## src/rtl/memory_access_pkg.sv

```systemverilog
// -----------------------------------------------------------------------------
// memory_access_pkg
// Shared definitions for the RV64 memory stage: access-width and branch-op
// encodings, the bus-access FSM state type, and lane helper functions used by
// the top level to build byte masks and detect misaligned accesses.
// -----------------------------------------------------------------------------
package memory_access_pkg;

    localparam logic [2:0] MEM_WIDTH_B = 3'd0;
    localparam logic [2:0] MEM_WIDTH_H = 3'd1;
    localparam logic [2:0] MEM_WIDTH_W = 3'd2;
    localparam logic [2:0] MEM_WIDTH_D = 3'd3;

    localparam logic [2:0] BRANCH_OP_NONE     = 3'd0;
    localparam logic [2:0] BRANCH_OP_ALWAYS   = 3'd1;
    localparam logic [2:0] BRANCH_OP_ZERO     = 3'd2;
    localparam logic [2:0] BRANCH_OP_NON_ZERO = 3'd3;

    typedef enum logic {
        ST_IDLE = 1'b0,
        ST_WAIT = 1'b1
    } state_t;

    // Byte-lane enables for a store. A doubleword always covers all eight
    // lanes; narrower accesses are shifted up, and lanes past 7 fall off.
    function automatic logic [7:0] lane_mask(input logic [2:0] width,
                                             input logic [2:0] offset);
        logic [7:0] base;
        case (width)
            MEM_WIDTH_B: base = 8'h01;
            MEM_WIDTH_H: base = 8'h03;
            MEM_WIDTH_W: base = 8'h0F;
            default:     base = 8'hFF;
        endcase
        return (base == 8'hFF) ? base : (base << offset);
    endfunction

    // True when the byte offset is not a multiple of the access size.
    function automatic logic is_misaligned(input logic [2:0] width,
                                           input logic [2:0] offset);
        logic mis;
        case (width)
            MEM_WIDTH_B: mis = 1'b0;
            MEM_WIDTH_H: mis = offset[0];
            MEM_WIDTH_W: mis = |offset[1:0];
            default:     mis = |offset;
        endcase
        return mis;
    endfunction

endpackage

```

## src/rtl/memory_access_load_align.sv

```systemverilog
// -----------------------------------------------------------------------------
// memory_access_load_align
// Combinational load aligner: shifts the addressed bytes of a 64-bit bus word
// down to bit 0, truncates to the access width and sign/zero-extends to 64.
// Ports:
//   offset_in       byte offset within the doubleword
//   width_in        0=B 1=H 2=W 3=D
//   zero_extend_in  1 = zero-extend, 0 = sign-extend
//   raw_in          raw bus read data
//   value_out       aligned, extended load value
// -----------------------------------------------------------------------------
module memory_access_load_align
    import memory_access_pkg::*;
(
    input  logic [2:0]  offset_in,
    input  logic [2:0]  width_in,
    input  logic        zero_extend_in,
    input  logic [63:0] raw_in,
    output logic [63:0] value_out
);

    logic [63:0] shifted;

    assign shifted = raw_in >> {offset_in, 3'b000};

    always_comb begin
        value_out = shifted;
        case (width_in)
            MEM_WIDTH_B: value_out = zero_extend_in ? {56'd0, shifted[7:0]}
                                                    : {{56{shifted[7]}}, shifted[7:0]};
            MEM_WIDTH_H: value_out = zero_extend_in ? {48'd0, shifted[15:0]}
                                                    : {{48{shifted[15]}}, shifted[15:0]};
            MEM_WIDTH_W: value_out = zero_extend_in ? {32'd0, shifted[31:0]}
                                                    : {{32{shifted[31]}}, shifted[31:0]};
            default:     value_out = shifted;
        endcase
    end

endmodule

```

## src/rtl/memory_access.sv

```systemverilog
// -----------------------------------------------------------------------------
// memory_access
// Memory stage of the 5-stage RV64 pipeline. Issues loads/stores on a 64-bit
// req/ready bus, aligns load data, resolves branches and drives the writeback
// register. While a bus access is outstanding stall_out holds the pipeline.
// Optional feature macro: MEMORY_ACCESS_MISALIGN_TRAP_EN (adds misaligned_out;
// misaligned accesses are suppressed instead of performed on in-range lanes).
// Ports:
//   clk, reset                 clock, synchronous active-high reset
//   stall_in                   downstream hold (output registers keep value)
//   valid_in .. next_pc_in     execute-stage output register fields
//   bus_*                      data bus request / response
//   stall_out                  pipeline hold request
//   branch_mispredicted_out    redirect fetch, flush younger stages
//   branch_pc_out              redirect target
//   fence_out                  one-cycle FENCE pulse
//   valid_out, rd_*_out        writeback register
// -----------------------------------------------------------------------------
module memory_access
    import memory_access_pkg::*;
#(
    parameter logic [63:0] RESET_VECTOR = 64'h0
) (
    input  logic        clk,
    input  logic        reset,
    input  logic        stall_in,
    input  logic        valid_in,
    input  logic        branch_predicted_taken_in,
    input  logic        alu_non_zero_in,
    input  logic        mem_read_in,
    input  logic        mem_write_in,
    input  logic [2:0]  mem_width_in,
    input  logic        mem_zero_extend_in,
    input  logic        mem_fence_in,
    input  logic [2:0]  branch_op_in,
    input  logic [8:0]  rd_in,
    input  logic        rd_write_in,
    input  logic [63:0] result_in,
    input  logic [63:0] rs2_value_in,
    input  logic [63:0] branch_pc_in,
    input  logic [63:0] next_pc_in,
    output logic [63:0] bus_address_out,
    output logic        bus_read_out,
    output logic        bus_write_out,
    output logic [7:0]  bus_write_mask_out,
    output logic [63:0] bus_write_value_out,
    input  logic [63:0] bus_read_value_in,
    input  logic        bus_ready_in,
    output logic        stall_out,
    output logic        branch_mispredicted_out,
    output logic [63:0] branch_pc_out,
    output logic        fence_out,
`ifdef MEMORY_ACCESS_MISALIGN_TRAP_EN
    output logic        misaligned_out,
`endif
    output logic        valid_out,
    output logic [8:0]  rd_out,
    output logic        rd_write_out,
    output logic [63:0] rd_value_out
);

    // ---------------- state ----------------
    state_t      state_q, state_d;
    logic [63:0] addr_lat_q, addr_lat_d;
    logic        read_lat_q, read_lat_d;
    logic        write_lat_q, write_lat_d;
    logic [7:0]  mask_lat_q, mask_lat_d;
    logic [63:0] wdata_lat_q, wdata_lat_d;
    logic [2:0]  off_lat_q, off_lat_d;
    logic [2:0]  width_lat_q, width_lat_d;
    logic        zext_lat_q, zext_lat_d;
    // Response that arrived while stall_in was high, parked until it drops.
    logic        have_data_q, have_data_d;
    logic [63:0] rdata_q, rdata_d;

    logic        valid_q, valid_d;
    logic [8:0]  rd_q, rd_d;
    logic        rd_write_q, rd_write_d;
    logic [63:0] rd_value_q, rd_value_d;
    logic        fence_q, fence_d;
    logic        mis_q, mis_d;
    logic [63:0] branch_pc_q, branch_pc_d;

    // ---------------- decode ----------------
    logic [2:0]  offset;
    logic        is_mem;
    logic        misaligned;
    logic        misaligned_acc;
    logic        req_idle;
    logic        taken;
    logic [63:0] branch_target;
    logic        update;

    logic [2:0]  align_off;
    logic [2:0]  align_width;
    logic        align_zext;
    logic [63:0] align_raw;
    logic        load_sel;
    logic [63:0] load_value;

    assign offset = result_in[2:0];
    assign is_mem = mem_read_in | mem_write_in;

`ifdef MEMORY_ACCESS_MISALIGN_TRAP_EN
    assign misaligned = is_misaligned(mem_width_in, offset);
`else
    assign misaligned = 1'b0;
`endif

    // Misalignment only matters for a fresh access seen in IDLE.
    assign misaligned_acc = (state_q == ST_IDLE) & valid_in & is_mem & misaligned;
    // A fresh request waits for stall_in to drop so read data cannot be lost.
    assign req_idle = valid_in & is_mem & ~misaligned & ~stall_in;

    assign taken = (branch_op_in == BRANCH_OP_ALWAYS)
                 | ((branch_op_in == BRANCH_OP_ZERO)     & ~alu_non_zero_in)
                 | ((branch_op_in == BRANCH_OP_NON_ZERO) &  alu_non_zero_in);
    assign branch_target = taken ? branch_pc_in : next_pc_in;

    // ---------------- bus FSM ----------------
    always_comb begin
        state_d     = state_q;
        addr_lat_d  = addr_lat_q;
        read_lat_d  = read_lat_q;
        write_lat_d = write_lat_q;
        mask_lat_d  = mask_lat_q;
        wdata_lat_d = wdata_lat_q;
        off_lat_d   = off_lat_q;
        width_lat_d = width_lat_q;
        zext_lat_d  = zext_lat_q;
        have_data_d = have_data_q;
        rdata_d     = rdata_q;

        bus_address_out     = {result_in[63:3], 3'b000};
        bus_read_out        = 1'b0;
        bus_write_out       = 1'b0;
        bus_write_mask_out  = 8'h00;
        bus_write_value_out = rs2_value_in << {offset, 3'b000};
        stall_out           = 1'b0;

        align_off   = offset;
        align_width = mem_width_in;
        align_zext  = mem_zero_extend_in;
        align_raw   = bus_read_value_in;
        load_sel    = mem_read_in;

        if (reset) begin
            // Keep the bus and stall quiet while the registers clear.
        end else if (state_q == ST_IDLE) begin
            bus_read_out       = req_idle & mem_read_in;
            bus_write_out      = req_idle & mem_write_in;
            bus_write_mask_out = (req_idle & mem_write_in) ? lane_mask(mem_width_in, offset) : 8'h00;
            if (req_idle && !bus_ready_in) begin
                stall_out   = 1'b1;
                state_d     = ST_WAIT;
                addr_lat_d  = {result_in[63:3], 3'b000};
                read_lat_d  = mem_read_in;
                write_lat_d = mem_write_in;
                mask_lat_d  = mem_write_in ? lane_mask(mem_width_in, offset) : 8'h00;
                wdata_lat_d = rs2_value_in << {offset, 3'b000};
                off_lat_d   = offset;
                width_lat_d = mem_width_in;
                zext_lat_d  = mem_zero_extend_in;
            end
        end else begin
            // Drive the bus from the latched copy so it stays stable.
            bus_address_out     = addr_lat_q;
            bus_read_out        = read_lat_q & ~have_data_q;
            bus_write_out       = write_lat_q & ~have_data_q;
            bus_write_mask_out  = have_data_q ? 8'h00 : mask_lat_q;
            bus_write_value_out = wdata_lat_q;
            align_off   = off_lat_q;
            align_width = width_lat_q;
            align_zext  = zext_lat_q;
            align_raw   = have_data_q ? rdata_q : bus_read_value_in;
            load_sel    = read_lat_q;
            if (have_data_q) begin
                if (!stall_in) begin
                    state_d     = ST_IDLE;
                    have_data_d = 1'b0;
                end
            end else if (bus_ready_in) begin
                if (stall_in) begin
                    have_data_d = 1'b1;
                    rdata_d     = bus_read_value_in;
                end else begin
                    state_d = ST_IDLE;
                end
            end else begin
                stall_out = 1'b1;
            end
        end
    end

    memory_access_load_align u_load_align (
        .offset_in      (align_off),
        .width_in       (align_width),
        .zero_extend_in (align_zext),
        .raw_in         (align_raw),
        .value_out      (load_value)
    );

    // ---------------- writeback register ----------------
    assign update = ~stall_in & ~stall_out;

    always_comb begin
        valid_d     = valid_q;
        rd_d        = rd_q;
        rd_write_d  = rd_write_q;
        rd_value_d  = rd_value_q;
        fence_d     = 1'b0;
        mis_d       = 1'b0;
        branch_pc_d = branch_pc_q;
        if (update) begin
            valid_d    = valid_in & ~misaligned_acc;
            rd_d       = rd_in;
            rd_write_d = valid_in & rd_write_in & ~misaligned_acc;
            rd_value_d = load_sel ? load_value : result_in;
            fence_d    = valid_in & mem_fence_in;
            mis_d      = misaligned_acc;
            if (valid_in && branch_op_in != BRANCH_OP_NONE) begin
                branch_pc_d = branch_target;
            end
        end
    end

    always_ff @(posedge clk) begin
        if (reset) begin
            state_q     <= ST_IDLE;
            addr_lat_q  <= 64'd0;
            read_lat_q  <= 1'b0;
            write_lat_q <= 1'b0;
            mask_lat_q  <= 8'h00;
            wdata_lat_q <= 64'd0;
            off_lat_q   <= 3'd0;
            width_lat_q <= 3'd0;
            zext_lat_q  <= 1'b0;
            have_data_q <= 1'b0;
            rdata_q     <= 64'd0;
            valid_q     <= 1'b0;
            rd_q        <= 9'd0;
            rd_write_q  <= 1'b0;
            rd_value_q  <= 64'd0;
            fence_q     <= 1'b0;
            mis_q       <= 1'b0;
            branch_pc_q <= RESET_VECTOR;
        end else begin
            state_q     <= state_d;
            addr_lat_q  <= addr_lat_d;
            read_lat_q  <= read_lat_d;
            write_lat_q <= write_lat_d;
            mask_lat_q  <= mask_lat_d;
            wdata_lat_q <= wdata_lat_d;
            off_lat_q   <= off_lat_d;
            width_lat_q <= width_lat_d;
            zext_lat_q  <= zext_lat_d;
            have_data_q <= have_data_d;
            rdata_q     <= rdata_d;
            valid_q     <= valid_d;
            rd_q        <= rd_d;
            rd_write_q  <= rd_write_d;
            rd_value_q  <= rd_value_d;
            fence_q     <= fence_d;
            mis_q       <= mis_d;
            branch_pc_q <= branch_pc_d;
        end
    end

    // ---------------- outputs ----------------
    // Redirect target is live for a branch in this stage, else the last one.
    assign branch_mispredicted_out = ~reset & valid_in & ~stall_out
                                   & (branch_op_in != BRANCH_OP_NONE)
                                   & (taken != branch_predicted_taken_in);
    assign branch_pc_out = (~reset && valid_in && branch_op_in != BRANCH_OP_NONE)
                         ? branch_target : branch_pc_q;

    assign valid_out    = valid_q;
    assign rd_out       = rd_q;
    assign rd_write_out = rd_write_q;
    assign rd_value_out = rd_value_q;
    assign fence_out    = fence_q;

`ifdef MEMORY_ACCESS_MISALIGN_TRAP_EN
    assign misaligned_out = mis_q;
`else
    // Without the trap there is no misalignment report; mis_q stays low.
    logic unused_mis;
    assign unused_mis = mis_q;
`endif

endmodule

```

## config.mk

```make
export PLATFORM = sky130hd
export DESIGN_NAME = memory_access
export DESIGN_NICKNAME = d
export VERILOG_FILES = /design/src/rtl/memory_access_pkg.sv /design/src/rtl/memory_access_load_align.sv /design/src/rtl/memory_access.sv
export SDC_FILE = /design/constraint.sdc
export NUM_CORES = 1
export LEC_CHECK = 0
export CAP_MARGIN = 20
export CELL_PAD_IN_SITES_DETAIL_PLACEMENT = 0
export CELL_PAD_IN_SITES_GLOBAL_PLACEMENT = 1
export CORE_MARGIN = 10
export CORE_UTILIZATION = 30
export DETAILED_ROUTE_END_ITERATION = 8
export MAX_ROUTING_LAYER = met4
export PLACE_DENSITY_LB_ADDON = 0.2
export SLEW_MARGIN = 0
export SYNTH_ARGS = -nofsm -noshare
export SYNTH_HDL_FRONTEND = slang
export SYNTH_SLANG_ARGS = --single-unit
```

## constraint.sdc

```tcl
create_clock -name clk -period 2.8 [get_ports clk]
set_input_delay 0.56 -clock clk [delete_from_list [all_inputs] [get_ports clk]]
set_output_delay 0.56 -clock clk [all_outputs]
set_load 0.03 [all_outputs]
```

==> impl_metrics.csv, run 1 <==
group,metric,value,unit
outcome,status,"finished, final reports clean",
routing,postRouteAntennaNets,0,
placed_design,hpwl,84500,um
routing,wl_per_cell,23.9,um
timing,max_freq,0.357,GHz
clocking,cts_tree,"done",
yosys,synth_top_area_share,34.0,%
grt,grt_max_degree,150,
layout,drive_above_1_share,27.0,%
yosys,ys_async_sr_fraction,0,%
floorplan,die_w,281,um
clocking,hold_buffers,0,
clocking,path_clk_slew,0.05,ns
clocking,cts_buffers,42,
grt,gr-usage-all-layers,27.1,%
yosys,synth-edff-count,0,
power_and_ir_drop,power_density,473,nW/um^2
job,maxCapViolations,0,
worst_setup_path,critPathTopFamily,"buffers and inverters",
routing,top_layer_used,"met4",
grt,grt_pass1_vias,23628,
yosys,synth-seq-area-share,34.0,%
yosys,synth_area_leaders,"dfxtp_1 34%, nand2_1 13%, a21oi_1 8.6%, mux2i_1 7.5%, nor2_1 5.5%",
timing,finalSetupViolations,0,
timing,rsz0062_at_grt,"yes",
yosys,ys_ff_latch,348,
clocking,clk_latency,0.58,ns
layout,fillers,6303,
routing,route.met2.wl,52600,um
worst_setup_path,worst_path_largest_cell_delay,0.64,ns
layout,regArea,6970,um^2
routing,routed_wl,110000,um
yosys,synth_area_per_cell,7.36,um^2
layout,layout.nets,4036,
grt,overflow,0,
layout,multiInputGateArea,13500,um^2
layout,area_growth,70.0,%
yosys,ys_warn_count,0,
routing,drc,0,
power_and_ir_drop,leakage,13.7,nW
routing,firstDrtPassIters,5,
timing,worst_pin_slew,0.909,ns
routing,wirelength_met1,47400,um
worst_setup_path,start_kind,"input pin",
timing,clock_skew,0.0236,ns
yosys,synth_ff_type,"dfxtp_1",
worst_hold_path,hp-class,"flip-flop to flip-flop",
clocking,htree_levels,2,
floorplan,std_cell_rows,95,
worst_setup_path,cp_max_fo,4,
power_and_ir_drop,ir_worst_vdd,0.356,mV
worst_setup_path,critPathSlowestCell,"clkdlybuf4s50_1",
routing,met3_length,7620,um
timing,slew_headroom,37.6,%
worst_setup_path,path_cells,"clkdlybuf4s50_1, mux2_2, a21oi_1, buf_4, o31ai_4, buf_12",
worst_setup_path,critPathCaptureType,"output port",
timing,fin_crit_sh,100,%
floorplan,io_pins,627,
layout,fin_util,51.6,%
worst_setup_path,arrival,2.24,ns
worst_setup_path,path_class,"input pin to output port",
routing,vias,24312,
worst_setup_path,critPathBufInv,3,
routing,vias_per_cell,5.28,
routing,drtIter0Drc,1906,
floorplan,core,67400,um^2
floorplan,start_util,30.4,%
floorplan,dieArea,79100,um^2
timing,min_period,2.80,ns
placed_design,globalplace.congestion,0.940,
yosys,synth_area,20500,um^2
grt,antenna_found_initial,18,
clocking,cts_max_path_buffers,3,
layout,fin_cells,4608,
yosys,synth_cell_types,70,
worst_setup_path,cp.required,2.24,ns
yosys,synthCells,2782,
floorplan,fp.dieH,281,um
yosys,yosys.area.top_type,"dfxtp_1",
placed_design,numPortBuffers,623,
placed_design,dp.cells,4476,
timing,drv_slew,0,
timing,hold_viol,0,
clocking,ctsRootBufferMaster,"clkbuf_16",
clocking,numClockSinks,348,
grt,grt_first_pass_wirelength,159000,um
routing by layer:
layer	vias to the layer above	global-route usage (%)
li1	11690	-
met1	11642	33.7
met2	879	44.4
met3	101	5.82
met4	0	6.05
met5	-	-
sequential cells by signal (all words and copies together) (netlist names):
name,cells
width_lat_q,3
addr_lat_q,61
valid_out,1
write_lat_q,1
rd_value_out,64
fence_out,1
have_data_q,1
rdata_q,64
read_lat_q,1
state_q,1
off_lat_q,3
wdata_lat_q,64
mask_lat_q,8
zext_lat_q,1
rd_write_out,1
branch_pc_q,64
rd_out,9
where the power goes:
| part | leakage, nW | internal [mW] | switching, mW |
|---|---|---|---|
| clock network | 0.666 | 3.28 | 2.26 |
| logic | 10.2 | 2.66 | 2.95 |
| registers | 2.84 | 5.19 | 0.142 |
what timing repair did:
item	CTS	global route
setup endpoints to repair	239	97
setup buffers	16	12
endpoints found under the hold margin	0	0
pin swaps	12	14
gates resized for setup	121	85
cloned	12	4
cell type report:
class / count / share of cell area (%)
clock inverter: 8 / 0.284
antenna: 18 / 0.129
clock buffer: 64 / 3.63
multi-input combinational: 2173 / 38.7
timing repair buffer: 1118 / 34.0
inverter: 6 / 0.0683
sequential: 348 / 20.0
tap: 873 / 3.14
through the flow:
stage / setup TNS [ns] / cell area, um^2 / hold slack [ns] / power [mW] / setup slack [ns]
finish: 0 / 34800 / 0.453 / 16.5 / 0.000469
global route: -0.125 / 34800 / 0.467 / 17.1 / -0.0327
CTS: -0.00309 / 34200 / 0.433 / 16.5 / -0.00309
detailed placement: -51.25 / 31900 / 0.446 / 10.7 / -0.484
global placement: -44.32 / 31900 / 0.441 / 10.7 / -0.386
floorplan: -1.23 / 20800 / 0.433 / 7.68 / -0.0849
path summary, 6_finish.rpt:
path                                         startpoint                            end  slack (ns)  cells after the start
worst max register to register       state_q$_SDFF_PP0_  rd_value_out[12]$_SDFFE_PP0P_        0.05                      8
worst min-delay path            rdata_q[0]$_SDFFE_PP0P_        rdata_q[0]$_SDFFE_PP0P_        0.45                      2
worst min register to register  rdata_q[0]$_SDFFE_PP0P_        rdata_q[0]$_SDFFE_PP0P_        0.45                      2
worst max-delay path                    rs2_value_in[2]        bus_write_value_out[26]      0.0005                      6
cell usage after synthesis (4+ instances only):
master / count
nand2_1: 690
a211o_1: 5
nand2b_1: 11
mux4_2: 34
o21ai_0: 82
nor4_1: 10
o21a_1: 8
buf_4: 5
or3_1: 12
or4_1: 4
nor2_1: 298
buf_2: 37
nand3_1: 49
o311ai_0: 8
a311oi_1: 10
dfxtp_1: 348
o22a_1: 8
a22oi_1: 29
a222oi_1: 11
and2_0: 5
and2_1: 14
and3_1: 7
mux2i_1: 154
o2111ai_1: 15
clkbuf_1: 183
o221ai_1: 13
a21o_1: 25
nor2b_1: 14
a221o_1: 7
a21oi_1: 351
o22ai_1: 4
a211oi_1: 117
o211ai_1: 59
o31ai_1: 10
buf_1: 32
nor3_1: 33
mux2_2: 18
o31a_1: 5
inv_1: 5
a221oi_1: 4
cell usage in the layout (no fill, tap or decap), types with 11 or more instances in the layout:
master,count
a22oi_1,23
a21oi_1,279
buf_4,507
o21ai_0,75
and2_1,11
nand3_1,48
a211oi_1,115
nand2_1,688
clkbuf_8,11
clkbuf_16,46
buf_6,17
a21oi_4,13
mux2_2,18
o211ai_1,59
mux2i_1,122
o221ai_1,12
nor3_1,28
a21o_1,25
nor2b_1,11
nor2_1,285
a222oi_1,11
clkdlybuf4s50_1,408
mux2i_4,18
buf_12,150
o2111ai_1,15
a21oi_2,59
mux2i_2,18
mux4_2,34
diode_2,18
or3_1,12
dfxtp_1,346
worst register-to-register path: stages (launching register included):
cell and delay [ns]:
dfxtp_4 0.36, nand3b_1 0.14, buf_12 0.15, buf_4 0.19, mux2i_1 0.78, a221oi_1 0.23, buf_4 0.20, o211ai_1 0.39
a311oi_1 0.15
cell families after synthesis:
family                    count (synthesis)  share of synthesized area [%]
AOI/OAI and AO/OA                       793                           24.8
xor gates and xnor gates                  2                         0.0856
buffers and inverters                   265                           5.25
DFF                                     348                           34.0
muxes                                   210                           12.6
other                                     1                         0.0183
and+or+nand+nor                        1163                           23.2
Power figures use the tool's default switching activity.
==> run 2: changes to the inputs <==
==> constraint.sdc (replaced) <==
create_clock -name clk -period 2.8 [get_ports clk]
set_input_delay 0.7 -clock clk [delete_from_list [all_inputs] [get_ports clk]]
set_output_delay 0.7 -clock clk [all_outputs]
set_load 0.03 [all_outputs]
==> impl_metrics.csv, run 2 (synthesis results as in run 1) <==
group,metric,value,unit
routing,firstDrtPassIters,5,
floorplan,start_util,30.4,%
timing,holdWs,0.452,ns
timing,finalSetupViolations,31,
timing,max_freq,0.344,GHz
clocking,numClockSinks,348,
floorplan,io_pins,627,
timing,slew_headroom,24.9,%
timing,drv_slew,0,
layout,drive_above_1_share,34.4,%
clocking,clk_latency,0.58,ns
timing,min_period,2.91,ns
routing,postRouteAntennaNets,0,
layout,area_growth,86.6,%
clocking,cts_max_path_buffers,3,
clocking,ctsRootBufferMaster,"clkbuf_16",
worst_hold_path,hp-class,"flip-flop to flip-flop",
timing,fin_crit_sh,104,%
floorplan,std_cell_rows,95,
power_and_ir_drop,p_total,17.4,mW
timing,worst_pin_slew,1.13,ns
grt,gr-usage-all-layers,28.1,%
outcome,violations,"negative setup slack",
grt,grt_pass1_vias,24928,
routing,drtIter0Drc,1913,
job,maxCapViolations,0,
clocking,hold_buffers,0,
timing,hold_viol,0,
placed_design,hpwl,84700,um
worst_setup_path,cp_max_fo,5,
worst_setup_path,arrival,2.21,ns
power_and_ir_drop,ir_worst_vdd,0.363,mV
routing,wl_per_cell,24.2,um
grt,overflow,0,
clocking,cts_buffers,44,
routing,drc,0,
layout,fin_util,56.7,%
grt,grt_first_pass_wirelength,165000,um
grt,grt_max_degree,98,
routing,vias,25368,
power_and_ir_drop,leakage,15.0,nW
worst_setup_path,start_kind,"input pin",
layout,final_common_cell,"nand2_1",
worst_setup_path,path_class,"input pin to output port",
layout,mostFrequentLayoutCells,"640 x nand2_1, 530 x buf_4, 351 x clkdlybuf4s50_1, 346 x dfxtp_1, 265 x nor2_1",
placed_design,dp_slack,-0.724,ns
routing,routed_wl,115000,um
layout,layout.nets,4174,
timing,fin_tns_setup,-0.877,ns
timing,clock_skew,0.00927,ns
floorplan,dieArea,79100,um^2
outcome,status,"complete, but fails checks",
power_and_ir_drop,power_density,456,nW/um^2
timing,rsz0062_at_grt,"yes",
clocking,htree_levels,2,
floorplan,fp.dieH,281,um
grt,antenna_found_initial,15,
worst_setup_path,cp.required,2.10,ns
clocking,path_clk_slew,0.06,ns
routing,vias_per_cell,5.35,
placed_design,globalplace.congestion,0.943,
timing,fin_ws,-0.108,ns
placed_design,numPortBuffers,623,
worst_setup_path,critPathCaptureType,"output port",
floorplan,die_w,281,um
floorplan,core,67400,um^2
clocking,cts_tree,"done",
run 2: layout make-up:
class,instances,area (um^2)
multi-input combinational,2172,14900
clock inverter,12,138
inverter,6,23.8
tap,873,1090
fill,5923,29200
sequential,348,6970
timing repair buffer,1255,13700
clock buffer,65,1300
antenna,15,37.5
run 2: critical path, stage by stage:
cell and delay (ns):
buf_6 0.09, nor2b_4 0.12, xnor2_2 0.17, nor2_4 0.06, buf_12 0.15, buf_8 0.13, buf_16 0.14, buf_4 0.15
mux2i_4 0.19, a21oi_2 0.15, buf_6 0.15
run 2: metal layers:
layer	global-route usage, %	vias to the layer above	part of all wire, %
met5	-	-	0
met1	34.3	12195	41
li1	-	11970	-
met3	5.65	188	7.2
met4	8.73	0	3.8
met2	46.3	1015	48
run 2: worst paths after layout:
kind	startpoint	end	slack, ns	depth (start not counted)
setup reg to reg	state_q$_SDFF_PP0_	rd_value_out[6]$_SDFFE_PP0P_	0.08	11
hold reg to reg	rdata_q[1]$_SDFFE_PP0P_	rdata_q[1]$_SDFFE_PP0P_	0.45	2
setup / recovery	branch_op_in[1]	branch_pc_out[49]	-0.11	11
hold / removal	rdata_q[1]$_SDFFE_PP0P_	rdata_q[1]$_SDFFE_PP0P_	0.45	2
run 2: power breakdown:
part           switching (mW)  total [mW]  leakage, nW  internal (mW)
Clock                    2.33        5.80        0.712           3.47
Combinational            3.21        6.30         11.5           3.09
Sequential              0.145        5.33         2.84           5.19
run 2: what timing repair did:
item | CTS | global route
resized for setup | 439 | 177
pin swaps | 98 | 69
endpoints found under the setup margin | 217 | 228
setup buffers | 57 | 45
cloned | 29 | 11
run 2: metrics by stage:
stage,std cells,cell area [um^2]
6_report,4746,38200
5_1_grt,4744,38200
4_1_cts,4683,37000
3_5_place_dp,4525,32700
3_3_place_gp,4525,32700
2_1_floorplan,2784,21200
==> run 3: changes to the inputs <==
--- a/config.mk
+++ b/config.mk
@@ -5,6 +5,7 @@
 export SDC_FILE = /design/constraint.sdc
 export NUM_CORES = 1
 export LEC_CHECK = 0
+export ABC_CLOCK_PERIOD_IN_PS = 2800
 export CAP_MARGIN = 20
 export CELL_PAD_IN_SITES_DETAIL_PLACEMENT = 0
 export CELL_PAD_IN_SITES_GLOBAL_PLACEMENT = 1
==> results of run 3 <==
Same layout as run 2: the final DEF is identical, and so are final timing and power.
